## src/rtl/mem_responder.sv

```systemverilog
// Multi-cycle memory target: accepts one read/write at a time, waits LAT cycles,
// then performs the access on an internal array and pulses Ready for one cycle.
module mem_responder #(
    parameter int unsigned W   = 8,
    parameter int unsigned AW  = 4,
    parameter int unsigned LAT = 2
) (
    input  logic          Clock,
    input  logic          Reset,
    input  logic          Req,
    input  logic          WriteEnable,
    input  logic [AW-1:0] Addr,
    input  logic [W-1:0]  WData,
    output logic          Busy,
    output logic          Ready,
    output logic [W-1:0]  RData
);

    localparam int unsigned DEPTH = 1 << AW;
    localparam int unsigned CW    = (LAT > 1) ? $clog2(LAT) : 1;

    typedef enum logic [1:0] {
        S_IDLE = 2'd0,
        S_WAIT = 2'd1,
        S_DONE = 2'd2
    } state_t;

    state_t          state;
    state_t          state_next;
    logic [CW-1:0]   cnt;
    logic [CW-1:0]   cnt_next;
    logic            accept_c;
    logic            access_c;
    logic            busy_next;
    logic            ready_next;

    logic            lat_we;
    logic [AW-1:0]   lat_addr;
    logic [W-1:0]    lat_wdata;
    logic [W-1:0]    mem [DEPTH];

    // Next-state, counter and strobe decode
    always_comb begin
        state_next = state;
        cnt_next   = cnt;
        accept_c   = 1'b0;
        access_c   = 1'b0;
        unique case (state)
            S_IDLE, S_DONE: begin
                if (Req) begin
                    accept_c   = 1'b1;
                    cnt_next   = CW'(LAT - 1);
                    state_next = S_WAIT;
                end else begin
                    state_next = S_IDLE;
                end
            end
            S_WAIT: begin
                if (cnt != '0) begin
                    cnt_next = cnt - CW'(1);
                end else begin
                    access_c   = 1'b1;
                    state_next = S_DONE;
                end
            end
            default: state_next = S_IDLE;
        endcase
        busy_next  = (state_next == S_WAIT);
        ready_next = (state_next == S_DONE);
    end

    // State, request latch and registered status outputs
    always_ff @(posedge Clock or negedge Reset) begin
        if (!Reset) begin
            state     <= S_IDLE;
            cnt       <= '0;
            Busy      <= 1'b0;
            Ready     <= 1'b0;
            lat_we    <= 1'b0;
            lat_addr  <= '0;
            lat_wdata <= '0;
        end else begin
            state <= state_next;
            cnt   <= cnt_next;
            Busy  <= busy_next;
            Ready <= ready_next;
            if (accept_c) begin
                lat_we    <= WriteEnable;
                lat_addr  <= Addr;
                lat_wdata <= WData;
            end
        end
    end

    // Array and read-data register; reset clears every word so an abort leaves no trace
    always_ff @(posedge Clock or negedge Reset) begin
        if (!Reset) begin
            RData <= '0;
            for (int unsigned i = 0; i < DEPTH; i++) begin
                mem[AW'(i)] <= '0;
            end
        end else if (access_c) begin
            if (lat_we) begin
                mem[lat_addr] <= lat_wdata;
            end else begin
                RData <= mem[lat_addr];
            end
        end
    end

endmodule

```

## config.mk

```make
export PLATFORM = sky130hd
export DESIGN_NAME = mem_responder
export DESIGN_NICKNAME = d
export VERILOG_FILES = /design/src/rtl/mem_responder.sv
export SDC_FILE = /design/constraint.sdc
export NUM_CORES = 1
export LEC_CHECK = 0
export ABC_CLOCK_PERIOD_IN_PS = 1800
export CAP_MARGIN = 20
export CORE_ASPECT_RATIO = 0.8
export CORE_UTILIZATION = 50
export DETAILED_ROUTE_END_ITERATION = 6
export PLACE_DENSITY = 0.7
export SLEW_MARGIN = 15
export SYNTH_ARGS = -nofsm -noshare
export SYNTH_HDL_FRONTEND = slang
export SYNTH_SLANG_ARGS = --single-unit
```

## constraint.sdc

```tcl
create_clock -name Clock -period 1.8 [get_ports Clock]
set_clock_uncertainty 0.15 [all_clocks]
set_input_delay 0.54 -clock Clock [delete_from_list [all_inputs] [get_ports Clock]]
set_output_delay 0.54 -clock Clock [all_outputs]
set_load 0.01 [all_outputs]
```

## Word level (Yosys, flattened, before mapping)

Index checks and enable logic that the tools add are counted.

| word-level totals | value |
|---|---|
| register bits | 154 |
| bits of input ports | 16 |
| output and inout port bits | 10 |
| word-level logic and storage cells | 57 |

| cells by class | value |
|---|---|
| $add $sub $neg | 1 |
| order comparisons | 2 |
| equal/unequal tests | 5 |
| muxes and demuxes | 16 |
| bitwise gates (word level) | 2 |
| reductions and logical operators | 7 |

Operator list:

| cell | number |
|---|---|
| $bwmux W128 | 1 |
| $bmux W8 S4 | 1 |
| $demux W8 S4 | 1 |
| $mux W8 | 3 |
| $mux W1 | 7 |
| $reduce_and A2 Y1 | 3 |
| $ge A5 B5 Y1 const B | 1 |
| $lt A5 B1 Y1 const B | 1 |
| $not A4 Y5 | 1 |
| $eq A2 B1 Y1 const B | 2 |
| $eq A2 B2 Y1 const B | 2 |
| $pmux W2 S2 | 1 |
| $logic_not A2 Y1 | 1 |
| $mux W2 | 1 |
| $ne A2 B2 Y1 const B | 1 |
| $pmux W1 S2 | 1 |
| $reduce_bool A2 Y1 | 1 |
| $reduce_or A2 Y1 | 1 |
| $logic_and A1 B1 Y1 | 1 |
| $not A1 Y1 | 1 |
| $sub A1 B1 Y1 const B | 1 |

## Longest topological paths before layout

Gate-level depths: netlist of run 1.

| logic depth | value |
|---|---|
| word-level depth | 6 |
| gate-level depth with buffers | 7 |
| mapped depth without buffers | 4 |

## Worst setup path before layout of run 1

Ideal clock, no wire load.

| timing path | value |
|---|---|
| path type | register to register |
| start point | register cnt |
| end point | register mem[16] (netlist bit) |
| setup time | 125 ps |
| arrival | 1630 ps |
| data required time | 1525 ps |
| slack | -105 ps |
| cell stages (with the launch flop) | 7 |
| path buffers | 2 |
| period minus slack after synthesis | 1905 ps |
| cell sequence | dfrtp_1 nor3b_4 and4_2 buf_6 and3_4 buf_6 mux2_2 |

| on the way | value |
|---|---|
| word-level cells in the longest chain between the ends | 3 |

Ends and longest elaborated chain:

| what | line | text |
|---|---|---|
| start: declaration | 30 | `logic [CW-1:0] cnt;` |
| start signal: assignment | 84 | `cnt <= cnt_next;` |
| $mux W1 | 59 | `if (cnt != '0) begin` |
| $mux W1 | 48 | `unique case (state)` |
| $reduce_and A2 Y1 (no source line) | - |  |
| end signal: indexed assignment | 104 | `mem[lat_addr] <= lat_wdata;` |
| end: declaration | 40 | `logic [W-1:0] mem [DEPTH];` |

Every way passes these cells.
A chain may end at the register's enable or synchronous reset.

## Worst setup path in the final report of run 1

| timing path | value |
|---|---|
| start point | register cnt |
| end point | register mem[18] (netlist bit) |

Same word-level chain as after synthesis.

==> results of run 1 <==
## layout by cell type, fill, tap and decap left out, drive strengths merged
master / n
a21o: 2
a21oi: 1
a221o: 1
a22oi: 12
and2b: 2
and3: 3
and4: 3
buf: 56
bufinv: 5
clkbuf: 23
clkdlybuf4s15: 4
clkdlybuf4s50: 14
clkinv: 3
clkinvlp: 5
dfrtp: 154
dlygate4sd2: 1
dlygate4sd3: 1
inv: 3
mux2: 147
mux2i: 1
mux4: 32
nand2: 19
nand3: 1
nand4: 2
nor2: 5
nor2b: 4
nor3: 3
nor3b: 3
nor4b: 1
o211ai: 1
o21ai: 2
or4b: 1
## logic make-up (layout without fill, tap and decap cells)
logic type	count (synthesis)	count (layout)	synth area share
mux	180	180	0.346
flops	154	154	0.559
simple gates	47	47	0.0479
buf+inv	31	115	0.0267
compound gates	19	19	0.0203
## Yosys cell counts, types with 2 or more instances
| library cell | instances | area share |
|---|---|---|
| sky130_fd_sc_hd__nand4_1 | 2 | 0.0018 |
| sky130_fd_sc_hd__inv_1 | 2 | 0.0011 |
| sky130_fd_sc_hd__buf_6 | 7 | 0.011 |
| sky130_fd_sc_hd__a22oi_1 | 12 | 0.013 |
| sky130_fd_sc_hd__and2b_2 | 2 | 0.0025 |
| sky130_fd_sc_hd__buf_1 | 4 | 0.0022 |
| sky130_fd_sc_hd__buf_2 | 6 | 0.0044 |
| sky130_fd_sc_hd__mux2_2 | 147 | 0.24 |
| sky130_fd_sc_hd__mux4_2 | 32 | 0.10 |
| sky130_fd_sc_hd__nor2_1 | 4 | 0.0022 |
| sky130_fd_sc_hd__and3_4 | 2 | 0.0033 |
| sky130_fd_sc_hd__a21o_2 | 2 | 0.0025 |
| sky130_fd_sc_hd__buf_4 | 2 | 0.0022 |
| sky130_fd_sc_hd__nor3b_1 | 2 | 0.0022 |
| sky130_fd_sc_hd__nand2_2 | 9 | 0.0082 |
| sky130_fd_sc_hd__and4_2 | 3 | 0.0044 |
| sky130_fd_sc_hd__o21ai_0 | 2 | 0.0015 |
| sky130_fd_sc_hd__dfrtp_1 | 154 | 0.56 |
| sky130_fd_sc_hd__clkbuf_1 | 10 | 0.0054 |
| sky130_fd_sc_hd__nand2_1 | 10 | 0.0054 |
| sky130_fd_sc_hd__nor2b_1 | 4 | 0.0036 |
## per-stage QoR
step           std cells   util  hold WS, ns
6_report             690  0.658        0.352
3_3_place_gp         646  0.591        0.332
2_1_floorplan        431      -       0.0944
3_5_place_dp         646  0.591        0.338
4_1_cts              684  0.648        0.347
5_1_grt              690  0.658        0.360
## critical path: stages, from the launching register on
cell and delay [ns]:
sky130_fd_sc_hd__dfrtp_2 0.43, sky130_fd_sc_hd__nor3b_4 0.29, sky130_fd_sc_hd__and4_2 0.39, sky130_fd_sc_hd__and3_4 0.30
sky130_fd_sc_hd__mux2_2 0.35
## per-layer routing
layer | up-vias | GRT usage | share of wire
met5 | - | 0 | 0
met4 | 0 | 0.0674 | 0.0078
met3 | 12 | 0.0695 | 0.042
met2 | 73 | 0.376 | 0.48
met1 | 2120 | 0.327 | 0.47
li1 | 1750 | - | -
## repair_timing
action,CTS,global route
gates resized for setup,31,26
pin swaps,1,2
hold buffers,1,0
setup buffers,5,5
gates cloned,0,1
hold endpoints to repair,37,0
endpoints found under the setup margin,145,142
## flip-flops by register name, indices dropped and copies added (netlist names)
signal / cells
mem: 128
RData: 8
lat_wdata: 8
lat_addr: 4
state: 2
Busy: 1
Ready: 1
cnt: 1
lat_we: 1
## report_power, final
group	internal [mW]	switching, mW
sequential	4.48	1.07
combinational	2.68	1.74
clock	2.50	1.42
total	9.67	4.23
## path summary, 6_finish.rpt
path | endpoint | slack, ns | cells past startpoint | start
worst max-delay path | mem[18]$_DFFE_PN0P_ | -0.24 | 4 | cnt$_DFFE_PN0P_
worst min-delay path | mem[26]$_DFFE_PN0P_ | 0.35 | 1 | mem[26]$_DFFE_PN0P_
worst max register to register | mem[18]$_DFFE_PN0P_ | -0.24 | 4 | cnt$_DFFE_PN0P_
worst min register to register | mem[26]$_DFFE_PN0P_ | 0.35 | 1 | mem[26]$_DFFE_PN0P_
max in group asynchronous | mem[32]$_DFFE_PN0P_ | 0.49 | 3 | Reset
min in group asynchronous | mem[102]$_DFFE_PN0P_ | 0.47 | 2 | Reset
## layout make-up
class                      count  area share
sequential                   154       0.446
inverter                       2    0.000868
timing repair buffer          81      0.0985
clock buffer                  18      0.0508
tap                          175      0.0253
clock inverter                14      0.0253
multi-input combinational    246       0.353
==> results_tabular.tex, run 1 <==
\begin{tabular}{lr}
\hline
Metric & Value \\
\hline
\multicolumn{2}{l}{\textbf{Placement}} \\
Placed cell area & 7770 µm² \\
Placement-stage worst setup slack & -0.200 ns \\
Final weighted congestion in routability-driven placement & 0.793 \\
Number of port buffers & 25 \\
Post-detail-place hpwl & approximately 10 mm \\
\multicolumn{2}{l}{\textbf{Setup path}} \\
Worst endpoint required time & around 2 ns \\
Worst setup EP type & flop \\
Maximum fanout along the worst path & 8 \\
Worst EP arrival & 2.19 ns \\
Setup Crit Path Kind & flop to flop \\
Critical Path Start Type & flop \\
\multicolumn{2}{l}{\textbf{Route}} \\
Violation count after the first detailed-route iteration & 246 \\
Wirelength per Cell & 22.3 µm \\
Via count normalized by instance count & 5.73 \\
DRC violations left & 0 \\
Routed wire length & 15.4 mm \\
Vias & 3955 \\
Number of search-and-repair iterations in the first detailed-routing pass & 4 \\
Number of nets with antenna violations after detailed routing & 0 \\
\multicolumn{2}{l}{\textbf{Global routing}} \\
Via count of the first global-routing pass & between 4000 and 5000 \\
All-layer global routing usage & 0.240 \\
Congestion Overflow GR & 0 \\
Global-route wire length before repair & 24.9 mm \\
Maximum number of pins on one net before global-route repair & 43 \\
Number of antenna violations at the first check in global routing & 0 \\
\multicolumn{2}{l}{\textbf{Yosys}} \\
Most used flip-flop cell after synthesis & sky130\_fd\_sc\_hd\_\_dfrtp\_1 \\
Cell count after synthesis & about 430 \\
Share of synthesized flip-flops with an asynchronous set or reset & 1.00 \\
Register area share after synthesis & 0.559 \\
Number of synthesized flops with an enable pin & 0 \\
Syn nets & 447 \\
Synth Cell Area & 6890 µm² \\
Post-synth cell types & 34 \\
Yosys warning count & 0 \\
Avg Synthesized Cell Area & 16.0 µm² \\
Post-synthesis sequential element count & 154 \\
\multicolumn{2}{l}{\textbf{Timing}} \\
Transition time at the pin with the least slew margin & 0.637 ns \\
Final hold violation count & 0 \\
Unrepaired setup endpoints after global routing & yes \\
Final setup slack of the worst path & -0.235 ns \\
Achievable Freq & just under 500 MHz \\
Number of setup violations in the final report & 128 \\
Final period demand of the worst path & 2.04 ns \\
Setup TNS Final & -17.06 ns \\
Part of the cycle the worst path needs & 1.13 \\
Relative max-transition margin & 0.575 \\
Number of pins with negative max-slew slack in the final report & 0 \\
\multicolumn{2}{l}{\textbf{Pwr}} \\
Power density over cell area & 1610 nW/µm² \\
Leakage & 4.09 nW \\
Total power & about 14 mW \\
Maximum vdd drop & 906 µV \\
\multicolumn{2}{l}{\textbf{Cells and area}} \\
Area of combinational cells with multiple inputs & 3050 µm² \\
Register cell area after layout & a little under 4000 µm² \\
Layout overhead on the synthesized area & 25.4\% \\
Fill cells & $\sim$900 \\
Proportion of layout cells with a drive suffix above 1 & 0.602 \\
Final net count & 518 \\
Post-route cell area & about 8600 µm² \\
Antenna diode instance count & 0 \\
\multicolumn{2}{l}{\textbf{Floorplan}} \\
Boundary Pins & 26 \\
Area of the core region & 13100 µm² \\
Die Footprint & roughly 14000 µm² \\
Die width & approximately 130 µm \\
Height of the die & 107 µm \\
Starting utilization of the core area & 0.524 \\
Standard-cell rows & 37 \\
\multicolumn{2}{l}{\textbf{Hold path}} \\
Hold WC Path Type & flop to flop \\
\multicolumn{2}{l}{\textbf{Run}} \\
\# Max-Cap Violations & 0 \\
\multicolumn{2}{l}{\textbf{Status}} \\
Result of the run & finished with violations \\
Violated checks & negative setup slack \\
\multicolumn{2}{l}{\textbf{CTS}} \\
Number of H-tree branching levels & 4 \\
Inserted Clock Buffers & 17 \\
Clock tree from TritonCTS & yes \\
Clk pin slew, worst setup/hold paths & 0.06 ns \\
Library cell used as clock root buffer & sky130\_fd\_sc\_hd\_\_clkbuf\_16 \\
Max clock buf depth & 2 \\
Clock latency of the later-clocked register in the worst-skew pair & approximately 0.42 ns \\
Sink Count & 154 \\
\hline
\end{tabular}
(Power assumes the default switching activity.)
==> inputs of run 2 (changes only) <==
Settings changed: CAP_MARGIN 20 to default.
==> results of run 2 <==
Final layout, timing and power as in run 1 (identical DEF).
